## config.mk

```make
export PLATFORM = sky130hd
export DESIGN_NAME = pipeline_hazard_controller
export DESIGN_NICKNAME = d
export VERILOG_FILES = /design/src/rtl/cpu_types_pkg.sv /design/src/rtl/load_use_detect.sv /design/src/rtl/pipeline_hazard_controller.sv
export SDC_FILE = /design/constraint.sdc
export NUM_CORES = 1
export LEC_CHECK = 0
export CAP_MARGIN = 20
export CORE_MARGIN = 2
export CORE_UTILIZATION = 48
export CTS_CLUSTER_SIZE = 20
export DETAILED_ROUTE_END_ITERATION = 8
export PLACE_DENSITY = 0.85
export SLEW_MARGIN = 20
export SYNTH_ARGS = -nofsm -noshare
export SYNTH_HDL_FRONTEND = slang
export SYNTH_SLANG_ARGS = --single-unit
```

## constraint.sdc

```tcl
create_clock -name CLK -period 3.2 [get_ports CLK]
set_input_delay 0.64 -clock CLK [delete_from_list [all_inputs] [get_ports CLK]]
set_output_delay 0.64 -clock CLK [all_outputs]
set_load 0.05 [all_outputs]
```

## src/rtl/cpu_types_pkg.sv

```systemverilog
// Shared CPU types for the 5-stage pipeline.
// Hazard controller state, control bundle and counter width.
package cpu_types_pkg;

    typedef logic [4:0] regbits_t;

    typedef enum logic [1:0] {
        RUN,
        DWAIT,
        HALTED
    } hzd_state_t;

    localparam int HZD_CNT_W = 32;

    typedef struct packed {
        logic pc_wen;
        logic en_ifid;
        logic fl_ifid;
        logic en_idex;
        logic fl_idex;
        logic en_exmem;
        logic fl_exmem;
        logic en_memwb;
    } hzd_ctrl_t;

    localparam hzd_ctrl_t CTRL_RESET  = hzd_ctrl_t'(8'b0010_1010);
    localparam hzd_ctrl_t CTRL_FREEZE = hzd_ctrl_t'(8'b0000_0000);
    localparam hzd_ctrl_t CTRL_RUN    = hzd_ctrl_t'(8'b1101_0101);

endpackage

```

## src/rtl/load_use_detect.sv

```systemverilog
// Load-use hazard compare between the EX load and the ID consumer.
// Register zero never carries a real dependency.
module load_use_detect
    import cpu_types_pkg::*;
(
    input  logic     mem2reg_ex,
    input  regbits_t Rt_ex,
    input  regbits_t Rs_id,
    input  regbits_t Rt_id,
    input  logic     uses_rt_id,
    output logic     hazard
);

    logic rs_match;
    logic rt_match;

    assign rs_match = (Rt_ex == Rs_id);
    assign rt_match = uses_rt_id && (Rt_ex == Rt_id);
    assign hazard   = mem2reg_ex && (Rt_ex != '0) && (rs_match || rt_match);

endmodule

```

## src/rtl/pipeline_hazard_controller.sv

```systemverilog
// Stall/flush sequencer for the 5-stage pipeline with sticky halt
// and a saturating stall-cycle counter.
module pipeline_hazard_controller
    import cpu_types_pkg::*;
#(
    parameter int CNT_W = HZD_CNT_W
) (
    input  logic             CLK,
    input  logic             nRST,
    input  logic             ihit,
    input  logic             dhit,
    input  logic             dREN_mem,
    input  logic             dWEN_mem,
    input  logic             halt_mem,
    input  logic             redirect_ex,
    input  logic             mem2reg_ex,
    input  regbits_t         Rt_ex,
    input  regbits_t         Rs_id,
    input  regbits_t         Rt_id,
    input  logic             uses_rt_id,
    output logic             pc_wen,
    output logic             enable_ifid,
    output logic             flush_ifid,
    output logic             enable_idex,
    output logic             flush_idex,
    output logic             enable_exmem,
    output logic             flush_exmem,
    output logic             enable_memwb,
    output logic             halt,
    output logic [CNT_W-1:0] stall_cnt
);

    hzd_state_t       state_q, state_d;
    logic [CNT_W-1:0] cnt_q, cnt_d;
    hzd_ctrl_t        ctrl;
    logic             lu_hazard;
    logic             dmem_req;
    logic             freeze;

    load_use_detect u_lud (
        .mem2reg_ex (mem2reg_ex),
        .Rt_ex      (Rt_ex),
        .Rs_id      (Rs_id),
        .Rt_id      (Rt_id),
        .uses_rt_id (uses_rt_id),
        .hazard     (lu_hazard)
    );

    assign dmem_req = dREN_mem | dWEN_mem;
    assign freeze   = ((state_q == RUN) && dmem_req && !dhit)
                   || ((state_q == DWAIT) && !dhit);

    always_comb begin
        state_d = state_q;
        unique case (state_q)
            RUN: begin
                if (halt_mem)
                    state_d = HALTED;
                else if (dmem_req && !dhit)
                    state_d = DWAIT;
            end
            DWAIT: begin
                if (dhit)
                    state_d = halt_mem ? HALTED : RUN;
            end
            HALTED:  state_d = HALTED;
            default: state_d = RUN;
        endcase
    end

    // Redirect outranks load-use: the dependent ID instruction is squashed anyway.
    always_comb begin
        ctrl = CTRL_RUN;
        if (!nRST) begin
            ctrl = CTRL_RESET;
        end else if (state_q == HALTED || freeze) begin
            ctrl = CTRL_FREEZE;
        end else if (redirect_ex) begin
            ctrl.fl_ifid = 1'b1;
            ctrl.fl_idex = 1'b1;
        end else if (lu_hazard) begin
            ctrl.pc_wen  = 1'b0;
            ctrl.en_ifid = 1'b0;
            ctrl.fl_idex = 1'b1;
        end else if (!ihit) begin
            ctrl.pc_wen  = 1'b0;
            ctrl.fl_ifid = 1'b1;
        end
    end

    always_comb begin
        cnt_d = cnt_q;
        if (state_q != HALTED && !ctrl.pc_wen && cnt_q != '1)
            cnt_d = cnt_q + CNT_W'(1);
    end

    always_ff @(posedge CLK or negedge nRST) begin
        if (!nRST) begin
            state_q <= RUN;
            cnt_q   <= '0;
        end else begin
            state_q <= state_d;
            cnt_q   <= cnt_d;
        end
    end

    assign pc_wen       = ctrl.pc_wen;
    assign enable_ifid  = ctrl.en_ifid;
    assign flush_ifid   = ctrl.fl_ifid;
    assign enable_idex  = ctrl.en_idex;
    assign flush_idex   = ctrl.fl_idex;
    assign enable_exmem = ctrl.en_exmem;
    assign flush_exmem  = ctrl.fl_exmem;
    assign enable_memwb = ctrl.en_memwb;
    assign halt         = (state_q == HALTED);
    assign stall_cnt    = cnt_q;

endmodule
```

==> After elaboration in Yosys (flattened, before gate mapping) <==
Index checks and enable logic that the tools add are counted.
Widths: inputs -> output; s select.
{ "totals": {"register_bits": 34, "word_cells": 48, "in_bits": 25, "output_inout_bits": 41} }
{ "classes": {"bitwise": 1, "n_addsub": 1, "reduce_logical": 17, "n_eq_ne": 8, "muxes": 19} }
{ "ops": {"columns": ["operator", "n"], "rows": [
  ["$add 32x1->32 const B", 1],
  ["$ne 32x32->1 const B", 1],
  ["$eq 5x5->1", 2],
  ["$mux 1", 10],
  ["$mux 2", 5],
  ["$logic_and 1x1->1", 9],
  ["$mux 8", 1],
  ["$mux 3", 2],
  ["$pmux 2 s3", 1],
  ["$reduce_bool 5->1", 1],
  ["$ne 2x2->1 const B", 2],
  ["$logic_or 1x1->1", 3],
  ["$ne 3x2->1 const B", 1],
  ["$eq 2x1->1 const B", 1],
  ["$eq 2x2->1 const B", 1],
  ["$logic_not 1->1", 2],
  ["$logic_not 2->1", 1],
  ["$reduce_and 2->1", 1],
  ["$or 1x1->1", 1]
]} }

==> Longest topological paths before layout <==
Gate-level depths: netlist (run 1).
{ "logic_depth": {"depth_word": 11, "ltp_mapped": 9, "depth_no_buf": 7} }

==> By module <==
From an unflattened synthesis (run 1), not the netlist that was laid out.
{ "unflattened": {"cells_unflattened": 205, "hier_area_um2": 2005.7} }
{ "by_module_without_submodules": {"columns": ["mod", "seq_area_each_um2", "area_per_inst_um2", "instances", "cells_each"], "rows": [
  ["pipeline_hazard_controller", 850.8, 1873.0, 1, 188],
  ["load_use_detect", 0.0, 132.6, 1, 17]
]} }

==> Least setup slack after synthesis (run 1) <==
Ideal clock, no wire load.
{ "synth_path": {"kind": "input to output", "from": "input port dWEN_mem", "to": "output port pc_wen", "setup_slack_ns": -0.171, "arrival_ns": 2.731, "stages": 5, "cell_sequence": "or3_1 -> a21oi_1 -> and2_1 -> o31a_1 -> and2_1"} }
{ "synth_via": {"elab_chain_len": 7} }
{ "synth_rtl": {"columns": ["element", "line_no", "rtl"], "rows": [
  ["from (decl)", "pipeline_hazard_controller.sv:13", "input logic dWEN_mem,"],
  ["$or 1x1->1", "pipeline_hazard_controller.sv:49", "assign dmem_req = dREN_mem | dWEN_mem;"],
  ["$logic_and 1x1->1 (2 in a row)", "pipeline_hazard_controller.sv:50", "assign freeze = ((state_q == RUN) && dmem_req && !dhit)"],
  ["$logic_or 1x1->1", "pipeline_hazard_controller.sv:51", "|| ((state_q == DWAIT) && !dhit);"],
  ["$logic_or 1x1->1", "pipeline_hazard_controller.sv:76", "end else if (state_q == HALTED || freeze) begin"],
  ["$mux 3", "pipeline_hazard_controller.sv:76", null],
  ["$mux 8", "pipeline_hazard_controller.sv:74", "if (!nRST) begin"],
  ["to (decl)", "pipeline_hazard_controller.sv:21", "output logic pc_wen,"]
]} }
No other way between the ends.

==> Worst setup path after layout (run 1) <==
{ "layout_path": {"from": "input port Rt_ex[1]", "to": "output port pc_wen"} }
{ "layout_via": {"elab_chain_len": 8} }
{ "layout_rtl": {"columns": ["element", "line_no", "rtl"], "rows": [
  ["from (decl)", "pipeline_hazard_controller.sv:17", "input regbits_t Rt_ex,"],
  ["$eq 5x5->1", "load_use_detect.sv:18", "assign rt_match = uses_rt_id && (Rt_ex == Rt_id);"],
  ["$logic_and 1x1->1", "load_use_detect.sv:18", null],
  ["$logic_or 1x1->1", "load_use_detect.sv:19", "assign hazard = mem2reg_ex && (Rt_ex != '0) && (rs_match || rt_match);"],
  ["$logic_and 1x1->1 *", "load_use_detect.sv:19", null],
  ["$mux 1 *", "pipeline_hazard_controller.sv:81", "end else if (lu_hazard) begin"],
  ["$mux 2 *", "pipeline_hazard_controller.sv:78", "end else if (redirect_ex) begin"],
  ["$mux 3 *", "pipeline_hazard_controller.sv:76", null],
  ["$mux 8 *", "pipeline_hazard_controller.sv:74", null]
]} }
Every way passes the cells marked *; elsewhere a longest branch is shown, timed or not.

==> metrics.md, run 1 <==
| Metric | Value |
|---|---|
| LEAKAGE | `~0.0010 uW` |
| Insertion delay to the later sink of the worst-skew pair | `280 ps` |
| Critical path, cell by cell | `clkdlybuf4s50_1, or4_1, o21ai_0, o31a_2, and2_1, buf_12` |
| Effective utilization at floorplan | `0.5044` |
| Psw | `527.1 uW` |
| Startpoint types | `input port` |
| Diodes inserted | `0` |
| Port Buffer Count | `65` |
| All-Layer GR Usage | `0.2229` |
| DR iter-0 viols | `around 100` |
| Most common cell after layout, fill and taps aside | `clkdlybuf4s50_1` |
| Max transition margin | `0.6559` |
| Sequential share of the synthesized area | `0.4539` |
| Clock tree from TritonCTS | `done` |
| CTS Buffer Depth | `2` |
| Reg clk slew, reported paths | `around 60 ps` |
| Final hold vios | `0` |
| Pins Over Slew Limit | `0` |
| Drc violations | `0` |
| Most frequent cells in the layout | `clkdlybuf4s50_1, xor2_1, dfrtp_1, nor3_1, nand2_1` |
| Vias per cell | `5.486` |
| Core area | `0.003716 mm^2` |
| Clock Skew | `1.712 ps` |
| Crit-path max FO | `3` |
| Routed Antenna Nets | `0` |
| CTS sink cnt | `34` |
| Syn_nets | `223` |
| Final worst slack | `85.00 ps` |
| Power Density | `between 400 and 500 mW/mm^2` |
| Sequential Power Share | `0.412` |
| WP data required | `2560 ps` |
| Number of synthesized register bits | `34` |
| Unrepaired setup endpoints after global routing | `false` |
| Share of cells above drive strength 1 | `0.09738` |
| First-pass GRT wire length | `7341 um` |
| Main synth FF type | `dfrtp_1` |
| Switching Fraction | `0.3879` |
| Post-DP HPWL | `3392 um` |
| Max_cap viols | `0` |
| Setup TNS | `0 ps` |
| Die ar. | `between 0.004 and 0.005 mm^2` |
| Final nets | `292` |
| # fillers | `between 200 and 300` |
| Total number of vias | `approximately 1700` |
| Clock power share | `0.236` |
| Die Y | `66.49 um` |
| Pre-antenna DRT Iters | `4` |
| Initial antenna violation count | `0` |
| Vias in the first global route | `1599` |
| Congestion Overflow GR | `0` |
| Footprint of the multi-input gates | `approximately 960 um^2` |
| FFs w/ async S/R, synth | `1.000` |
| Post-synth EDFFs | `0` |
| Boundary pin count | `66` |
| Synth warn | `0` |
| Status | `finished clean` |
| Wirelength per Cell | `14.74 um` |
| Area delta synth->final | `46.20%` |
| Period utilisation layout | `0.9734` |
| Synth area leader | `dfrtp_1` |
| Pint | `831.8 uW` |
| Rows | `22` |
| Yosys top cell area share | `0.4539` |
| Library cells used by synthesis | `33` |
| Hold Path Class | `flop to flop` |
| Critical path data arrival time | `2480 ps` |
| Die X | `66.49 um` |
| Mean Syn Cell Area | `9.514 um^2` |
| Storage cell area | `850.8 um^2` |
| CTS-repair resized insts | `0` |
| Cell Area, Synth | `0.001874 mm^2` |
| Slowest CP cell | `or4_1` |
| CTS Buf Count | `5` |
| Largest net degree at the start of global routing | `31` |
| Slew @ Worst Pin | `514.6 ps` |
| Syn Inst Count | `197` |
| Cts hold-fix bufs | `0` |
| Fin crit period | `3115 ps` |
| Post-CTS Setup Inserts | `0` |
| Crit end category | `output port` |
| Root buffer cell | `clkbuf_8` |
| Logic pwr share | `0.352` |
| Worst path max stage delay | `540 ps` |
| H-tree levels | `2` |
| Dpl ws | `slightly below 60 ps` |
| Routability Congestion | `~0.87` |
| Final setup viols | `0` |
| Drt total wl | `4642 um` |
| Peak ir drop on the vdd network | `0.3524 mV` |
| Max Fclk | `approximately 320 MHz` |
| Worst setup path class | `input port to output port` |
| Synth top area cells | `dfrtp_1, xor2_1, nor3_1` |
==> worst paths after layout <==
check	start	to	slack [ps]	cells after the start
worst min register to register	stall_cnt[13]	stall_cnt[13]	480	1
worst max register to register	stall_cnt[2]	stall_cnt[27]	760	8
worst min-delay path	stall_cnt[13]	stall_cnt[13]	480	1
max in group asynchronous	nRST	stall_cnt[13]	2180	2
min in group asynchronous	nRST	stall_cnt[1]	760	2
worst max-delay path	Rt_ex[1]	pc_wen	80	6
==> power by group through the flow <==
stage	clock [uW]	sequential, uW	combinational, uW
finish	321	559	479
global route	352	568	501
CTS	329	558	482
detailed placement	0	564	479
global placement	0	561	475
floorplan	0	734	116
==> metal layers <==
layer	vias to the layer above	wire length, um	global-route usage
li1	824	-	-
met1	826	1929	0.2803
met2	63	2311	0.3575
met3	15	267	0.05405
met4	0	133	0.1097
met5	-	0	0
==> critical path, delay by kind of cell <==
kind | cells | cell delay, ps
buf+inv | 2 | 610
compound gates | 2 | 500
simple gates | 2 | 730
==> metrics by stage <==
step | util | power (uW) | hold WS [ps] | instances | area, um^2
6_report | 0.7374 | 1359 | 481.2 | 315 | 2740
5_1_grt | 0.7374 | 1421 | 509.1 | 315 | 2740
4_1_cts | 0.7374 | 1369 | 482.4 | 315 | 2740
3_5_place_dp | 0.7128 | 1043 | 469.7 | 307 | 2649
3_3_place_gp | 0.7128 | 1036 | 475.0 | 307 | 2649
2_1_floorplan | - | 850.3 | 344.4 | 197 | 1876
==> cell type report <==
| class | instances | share of cell area |
|---|---|---|
| multi-input cells | 149 | 0.3502 |
| flip-flops and latches | 34 | 0.3105 |
| repair buffers | 70 | 0.2758 |
| clock buffers | 7 | 0.03151 |
| well taps | 48 | 0.02192 |
| inverters | 6 | 0.008219 |
| clock inverters | 1 | 0.001826 |
==> registers in the layout, summed over array words and instances, names as in the netlist <==
signal	flops
state_q	2
stall_cnt	32
==> cells in the mapped netlist, types with 2 or more instances <==
master,n
inv_1,6
nand3_1,9
clkbuf_1,2
nand2_1,20
nand4_1,7
buf_4,2
and4_1,2
dfrtp_1,34
nor4_1,9
buf_2,4
nor4_2,2
and2_1,3
o21ai_0,3
and3_1,5
nor3_1,21
nor2_1,11
xor2_1,37
a21oi_1,2
xnor2_1,4
==> cell families (layout without fill, tap and decap cells) <==
kind of cell | count (synthesis) | in the layout | synth area share
AND/OR/NAND/NOR | 97 | 97 | 0.2764
XOR/XNOR | 41 | 41 | 0.1916
flip-flops | 34 | 34 | 0.4539
buffers and inverters | 14 | 84 | 0.03471
AO/OA/AOI/OAI | 9 | 9 | 0.03071
adder cells (fa/ha/maj) | 1 | 1 | 0.006675
multiplexers | 1 | 1 | 0.006008
(Power assumes the default switching activity.)
==> run 2: changes to the inputs <==
--- a/config.mk
+++ b/config.mk
@@ -8,7 +8,6 @@
 export CAP_MARGIN = 20
 export CORE_MARGIN = 2
 export CORE_UTILIZATION = 48
-export CTS_CLUSTER_SIZE = 20
 export DETAILED_ROUTE_END_ITERATION = 8
 export PLACE_DENSITY = 0.85
 export SLEW_MARGIN = 20
==> results of run 2 <==
Same layout as run 1: the final DEF is identical, and so are final timing and power.
